===== config.mk =====
export PLATFORM = sky130hd
export DESIGN_NAME = vend_credit_ctrl
export DESIGN_NICKNAME = d
export VERILOG_FILES = /design/src/rtl/vend_pkg.sv /design/src/rtl/vend_price_lut.sv /design/src/rtl/vend_credit_ctrl.sv
export SDC_FILE = /design/constraint.sdc
export NUM_CORES = 1
export LEC_CHECK = 0
export ABC_AREA = 1
export CAP_MARGIN = 20
export CORE_UTILIZATION = 50
export DETAILED_ROUTE_END_ITERATION = 16
export MAX_ROUTING_LAYER = met4
export PLACE_DENSITY = 0.77
export SETUP_SLACK_MARGIN = 0.3
export SYNTH_ARGS = -nofsm -noshare
export SYNTH_HDL_FRONTEND = slang
export SYNTH_SLANG_ARGS = --single-unit

===== constraint.sdc =====
create_clock -name i_clk -period 6.4 [get_ports i_clk]
set_input_delay 1.28 -clock i_clk [delete_from_list [all_inputs] [get_ports i_clk]]
set_output_delay 1.28 -clock i_clk [all_outputs]
set_load 0.005 [all_outputs]

===== src/rtl/vend_pkg.sv =====
// Shared definitions for the vending credit controller.
// Holds coin codes, coin values, the price table, the FSM state type
// and lookup helpers for coin value and drink price.
package vend_pkg;

    // Coin codes as seen on the coin_val input
    localparam logic [1:0] COIN_1   = 2'd0;
    localparam logic [1:0] COIN_5   = 2'd1;
    localparam logic [1:0] COIN_10  = 2'd2;
    localparam logic [1:0] COIN_BAD = 2'd3;

    // Coin values in credit units
    localparam int unsigned VAL_1  = 1;
    localparam int unsigned VAL_5  = 5;
    localparam int unsigned VAL_10 = 10;

    // Drink prices in credit units
    localparam int unsigned PRICE_1 = 10;
    localparam int unsigned PRICE_2 = 15;
    localparam int unsigned PRICE_3 = 20;
    localparam int unsigned PRICE_4 = 25;
    localparam int unsigned PRICE_5 = 30;

    typedef enum logic [1:0] {
        StIdle,
        StVend,
        StChange
    } state_e;

    // Value of a coin code; a slug is worth nothing
    function automatic int unsigned coin_value(input logic [1:0] code);
        int unsigned v;
        v = 0;
        unique case (code)
            COIN_1:   v = VAL_1;
            COIN_5:   v = VAL_5;
            COIN_10:  v = VAL_10;
            default:  v = 0;
        endcase
        return v;
    endfunction

    // Price of a drink choice; 0 marks an invalid choice
    function automatic int unsigned price_of(input logic [3:0] choice);
        int unsigned p;
        p = 0;
        case (choice)
            4'd1:    p = PRICE_1;
            4'd2:    p = PRICE_2;
            4'd3:    p = PRICE_3;
            4'd4:    p = PRICE_4;
            4'd5:    p = PRICE_5;
            default: p = 0;
        endcase
        return p;
    endfunction

endpackage


===== src/rtl/vend_price_lut.sv =====
// Combinational price lookup for the vending credit controller.
// Ports:
//   i_choice  requested drink code
//   o_price   price in credit units (0 when the choice is invalid)
//   o_valid   high when the choice names a real drink
module vend_price_lut
    import vend_pkg::*;
#(
    parameter int unsigned CW = 6
) (
    input  logic [3:0]    i_choice,
    output logic [CW-1:0] o_price,
    output logic          o_valid
);

    always_comb begin
        o_price = CW'(price_of(i_choice));
        o_valid = (price_of(i_choice) != 0);
    end

endmodule


===== src/rtl/vend_credit_ctrl.sv =====
// Vending credit controller: accumulates coin credit, approves or denies
// purchases against the price table, and hands change/refunds to the coin
// return mechanism over a valid/ack handshake.
// Ports:
//   i_clk, i_rst              clock, synchronous active-high reset
//   i_coin_valid, i_coin_val  coin strobe and coin code
//   i_choice, i_buy, i_cancel drink request, purchase and refund strobes
//   i_change_ack              return mechanism took o_change_amt
//   o_credit                  current credit
//   o_paid, o_drink_sel       approval pulse and latched drink code
//   o_deny, o_coin_reject     denial and coin-return pulses
//   o_change_valid/_amt       change handshake towards coin return
module vend_credit_ctrl
    import vend_pkg::*;
#(
    parameter int unsigned MAX_CREDIT = 50,
    parameter int unsigned CW         = 6
) (
    input  logic          i_clk,
    input  logic          i_rst,
    input  logic          i_coin_valid,
    input  logic [1:0]    i_coin_val,
    input  logic [3:0]    i_choice,
    input  logic          i_buy,
    input  logic          i_cancel,
    input  logic          i_change_ack,
    output logic [CW-1:0] o_credit,
    output logic          o_paid,
    output logic [3:0]    o_drink_sel,
    output logic          o_deny,
    output logic          o_coin_reject,
    output logic          o_change_valid,
    output logic [CW-1:0] o_change_amt
);

    // Coin acceptance is judged one bit wider so the sum cannot wrap
    localparam int unsigned CW1 = CW + 1;

    state_e        r_state;
    logic [CW-1:0] r_credit;
    logic [CW-1:0] r_change_amt;
    logic [3:0]    r_drink_sel;
    logic          r_paid;
    logic          r_deny;
    logic          r_coin_reject;
    logic          r_change_valid;

    logic [CW-1:0] w_price;
    logic          w_choice_ok;
    logic [CW:0]   w_credit_sum;
    logic          w_coin_fits;
    logic          w_can_buy;

    vend_price_lut #(
        .CW (CW)
    ) u_price_lut (
        .i_choice (i_choice),
        .o_price  (w_price),
        .o_valid  (w_choice_ok)
    );

    always_comb begin
        w_credit_sum = {1'b0, r_credit} + CW1'(coin_value(i_coin_val));
        w_coin_fits  = (i_coin_val != COIN_BAD) && (w_credit_sum <= CW1'(MAX_CREDIT));
        w_can_buy    = w_choice_ok && (r_credit >= w_price);
    end

    always_ff @(posedge i_clk) begin
        if (i_rst) begin
            r_state        <= StIdle;
            r_credit       <= '0;
            r_change_amt   <= '0;
            r_drink_sel    <= 4'd0;
            r_paid         <= 1'b0;
            r_deny         <= 1'b0;
            r_coin_reject  <= 1'b0;
            r_change_valid <= 1'b0;
        end else begin
            r_paid        <= 1'b0;
            r_deny        <= 1'b0;
            r_coin_reject <= 1'b0;

            unique case (r_state)
                StIdle: begin
                    if (i_cancel) begin
                        // Cancel beats buy; a zero-credit cancel does nothing
                        if (r_credit != '0) begin
                            r_change_amt   <= r_credit;
                            r_credit       <= '0;
                            r_change_valid <= 1'b1;
                            r_state        <= StChange;
                        end
                        if (i_coin_valid) r_coin_reject <= 1'b1;
                    end else if (i_buy) begin
                        if (w_can_buy) begin
                            r_paid       <= 1'b1;
                            r_drink_sel  <= i_choice;
                            r_change_amt <= r_credit - w_price;
                            r_credit     <= '0;
                            r_state      <= StVend;
                        end else begin
                            r_deny <= 1'b1;
                        end
                        if (i_coin_valid) r_coin_reject <= 1'b1;
                    end else if (i_coin_valid) begin
                        if (w_coin_fits) r_credit <= w_credit_sum[CW-1:0];
                        else             r_coin_reject <= 1'b1;
                    end
                end

                StVend: begin
                    if (i_coin_valid) r_coin_reject <= 1'b1;
                    if (r_change_amt != '0) begin
                        r_change_valid <= 1'b1;
                        r_state        <= StChange;
                    end else begin
                        r_state <= StIdle;
                    end
                end

                StChange: begin
                    if (i_coin_valid) r_coin_reject <= 1'b1;
                    if (i_change_ack) begin
                        r_change_valid <= 1'b0;
                        r_change_amt   <= '0;
                        r_state        <= StIdle;
                    end
                end

                default: begin
                    r_state <= StIdle;
                end
            endcase
        end
    end

    assign o_credit       = r_credit;
    assign o_paid         = r_paid;
    assign o_drink_sel    = r_drink_sel;
    assign o_deny         = r_deny;
    assign o_coin_reject  = r_coin_reject;
    assign o_change_valid = r_change_valid;
    assign o_change_amt   = r_change_amt;

endmodule


==> qor.yml <==
outcome:
  status: "completed"
power_and_ir_drop:
  sequentialPowerShare_pct: 27.0
  p_int_w: 0.000494
  powerDensity_nw_per_um2: 430
  switching_share_pct: 44.6
  p_leak_nw: 0.957
  p_comb_share_pct: 60.9
  clkPwrFrac_pct: 12.1
  peakVddDrop_v: 0.000228
  switchingPower_w: 0.000398
worst_setup_path:
  crit_slowest_cell: "nor2_2"
  worstPathRequired_ns: 6.63
  cp_num_buf_inv: 3
  end_kind: "register"
  worstPathMaxFanout: 12
  crit_chain: "clkdlybuf4s50_1 -> nor2_1 -> inv_1 -> nor2_1 -> inv_1 -> o21ai_0 -> nor2_1 -> ha_1 -> nand2_1 -> o21ai_1 -> nand2_1 -> o311ai_2 -> nand2_1 -> nand3_1 -> nand2_1 -> nor2_2 -> nand3_1 -> nand2_1 -> nor2_1"
  worstReg2RegStart: "o_credit[0]$_SDFFE_PP0P_"
  startpoint: "i_choice[2]"
  critical_path_class: "in2reg"
  cp_common_cell: "nand2_1"
  cp-start-kind: "input pin"
  rrSetupSlack_ns: 3.65
  reg2regPathDepth: 13
  cp_top_family: "simple AND/OR/NAND/NOR gates"
  max_stage_delay_ns: 0.50
  path_depth: 19
  cp.arrival_ns: 4.26
logic_synthesis:
  synth_most_common_cell: "nand2_1"
  ys_types: 30
  synth_fp_nets: 282
  synth_commonest_cells: "nand2_1 (47), inv_1 (38), nor2_1 (34)"
  synth_largest_area_cell: "dfxtp_1"
  postSynthCellCount: 257
  synth-seq-area-share_pct: 26.0
  synth_top_cells_by_area: "dfxtp_1 (26%), nand2_1 (10%), ha_1 (8.8%), inv_1 (8.4%), nor2_1 (7.5%)"
  synth-seq-cells: 22
  netlist_area_um2: 1700
  synth_area_per_cell_um2: 6.60
  async_reset_ff_share_pct: 0
  ys_warn_count: 0
  synthFlopType: "dfxtp_1"
  synth_top_area_share_pct: 26.0
  synth_edf_count: 0
grt:
  grt_start_max_net_pins: 17
  grt_pass1_vias: 1443
  grt_usage_pct: 22.8
  overflow: 0
  antenna_found_initial: 0
  grt_pass1_wl_mm: 6.05
cells_and_area:
  regArea_um2: 440
  area_delta_synth_final_pct: 22.1
  antennaDiodeCount: 0
  num-nets-final: 312
  layout-drive-gt1-share_pct: 9.79
  fill_cells: 280
  multi_input_area_um2: 1070
  final_util_pct: 66.2
timing:
  fin_tns_setup_ns: 0
  layout_setup_ws_ns: 2.38
  worst_pin_slew_ns: 0.641
  drv_slew: 0
  fin_worst_skew_ns: 0.0110
  relSlewSlack_pct: 57.2
  setup_viol: 0
  grt_setup_unrepaired: "false"
  min_period_ns: 4.02
  period_share_pct: 62.9
  hold_viol_final: 0
  fmax_mhz: 248
hold_path:
  hold_class: "reg2reg"
  worstHoldStart: "o_drink_sel[3]$_SDFFE_PP0P_"
  hold_path_depth: 2
floorplanning:
  rows: 20
  die-area_um2: 3630
  die_y_um: 60.3
  pin_count: 32
  fp.dieW_um: 60.3
  start_util_pct: 54.2
  core_um2: 3130
clock_network:
  htreeDepth: 1
  cts_tree: "done"
  cts.sinks: 22
  post_cts_buffers: 0
  clock_latency_ns: 0.32
  numCtsBuffers: 3
  cts_hold_buf: 0
  clk_path_buf_depth: 2
  ctsResizeCount: 0
  path_clk_slew_ns: 0.13
  root_buffer: "clkbuf_4"
drt:
  detail_route.wl_per_cell_um: 11.2
  postRouteAntennaNets: 0
  routed_wl_mm: 3.71
  drcViolationCount: 0
  viasPerCell: 5.07
  drt_iter0_markers: 71
  vias: 1674
  dr.pass1.iters: 4
placed_design:
  place_congestion: 0.827
  port_buffers: 31
  post-dp-hpwl_mm: 2.99
  dp_worst_setup_slack_ns: 2.06
job:
  maxCapViolCount: 0
[state kept, by name, summed over array words and instances, names as in the netlist]
signal          count
o_drink_sel         4
o_paid              1
o_change_valid      1
o_credit            6
o_deny              1
o_coin_reject       1
r_state             2
o_change_amt        6
[layout make-up]
| class | count | share of cell area (%) |
|---|---|---|
| Clock inverter | 1 | 1.45 |
| Sequential cell | 22 | 21.3 |
| Timing Repair Buffer | 31 | 15.0 |
| Clock buffer | 3 | 1.09 |
| Multi-Input combinational cell | 190 | 51.5 |
| Tap cell | 44 | 2.66 |
| Inverter | 39 | 7.07 |
[final timing paths]
check / end
hold reg to reg: o_drink_sel[3]$_SDFFE_PP0P_
hold / removal: o_drink_sel[3]$_SDFFE_PP0P_
setup reg to reg: o_credit[3]$_SDFFE_PP0P_
setup / recovery: o_credit[3]$_SDFFE_PP0P_
[power groups by stage]
| stage | Combinational [W] | Sequential, W | Clock, W |
|---|---|---|---|
| finish | 0.000543 | 0.000241 | 0.000108 |
| global route | 0.000611 | 0.000248 | 0.000116 |
| CTS | 0.000544 | 0.000241 | 0.000109 |
| detailed placement | 0.000540 | 0.000245 | 0 |
| global placement | 0.000535 | 0.000244 | 0 |
| floorplan | 0.000384 | 0.000224 | 0 |
[layer usage]
| layer | vias up | global-route usage [%] | wire length, um |
|---|---|---|---|
| li1 | 890 | - | - |
| met1 | 747 | 31.2 | 1870 |
| met2 | 35 | 35.8 | 1660 |
| met3 | 2 | 4.11 | 156 |
| met4 | 0 | 2.99 | 24 |
| met5 | - | - | 0 |
[kinds of logic after synthesis]
logic type,after synthesis,share of synthesized area (%)
compound gates,50,17.0
buf+inv,45,11.1
xor+xnor,4,2.07
flops,22,26.0
simple gates,123,33.8
fa+ha+maj,13,10.0
[worst min-delay path, cell delays in order, from the launching register on]
cell and delay (ns):
dfxtp_1 0.33, nand2_1 0.06, nor2_1 0.04
[placed cells by master, fill, tap and decap left out, types with 2 or more instances in the layout]
cell	n
nor3_1	4
clkdlybuf4s50_1	31
a21oi_2	4
nor2_2	2
a21oi_1	21
nand4_1	3
inv_1	38
a211oi_1	2
nand3_2	7
o21ai_0	18
nand2_1	47
ha_1	12
clkbuf_4	3
dfxtp_1	22
xnor2_1	2
nand2_2	9
xor2_1	2
nor2_1	34
nand3_1	15
[stage by stage]
step	hold slack [ns]	area, um2	std cells	total power (W)
floorplan	0.435	1700	257	0.000608
global placement	0.427	2020	326	0.000779
detailed placement	0.432	2020	326	0.000785
CTS	0.450	2070	330	0.000894
global route	0.464	2070	330	0.000975
finish	0.450	2070	330	0.000892
(Power assumes the default switching activity.)
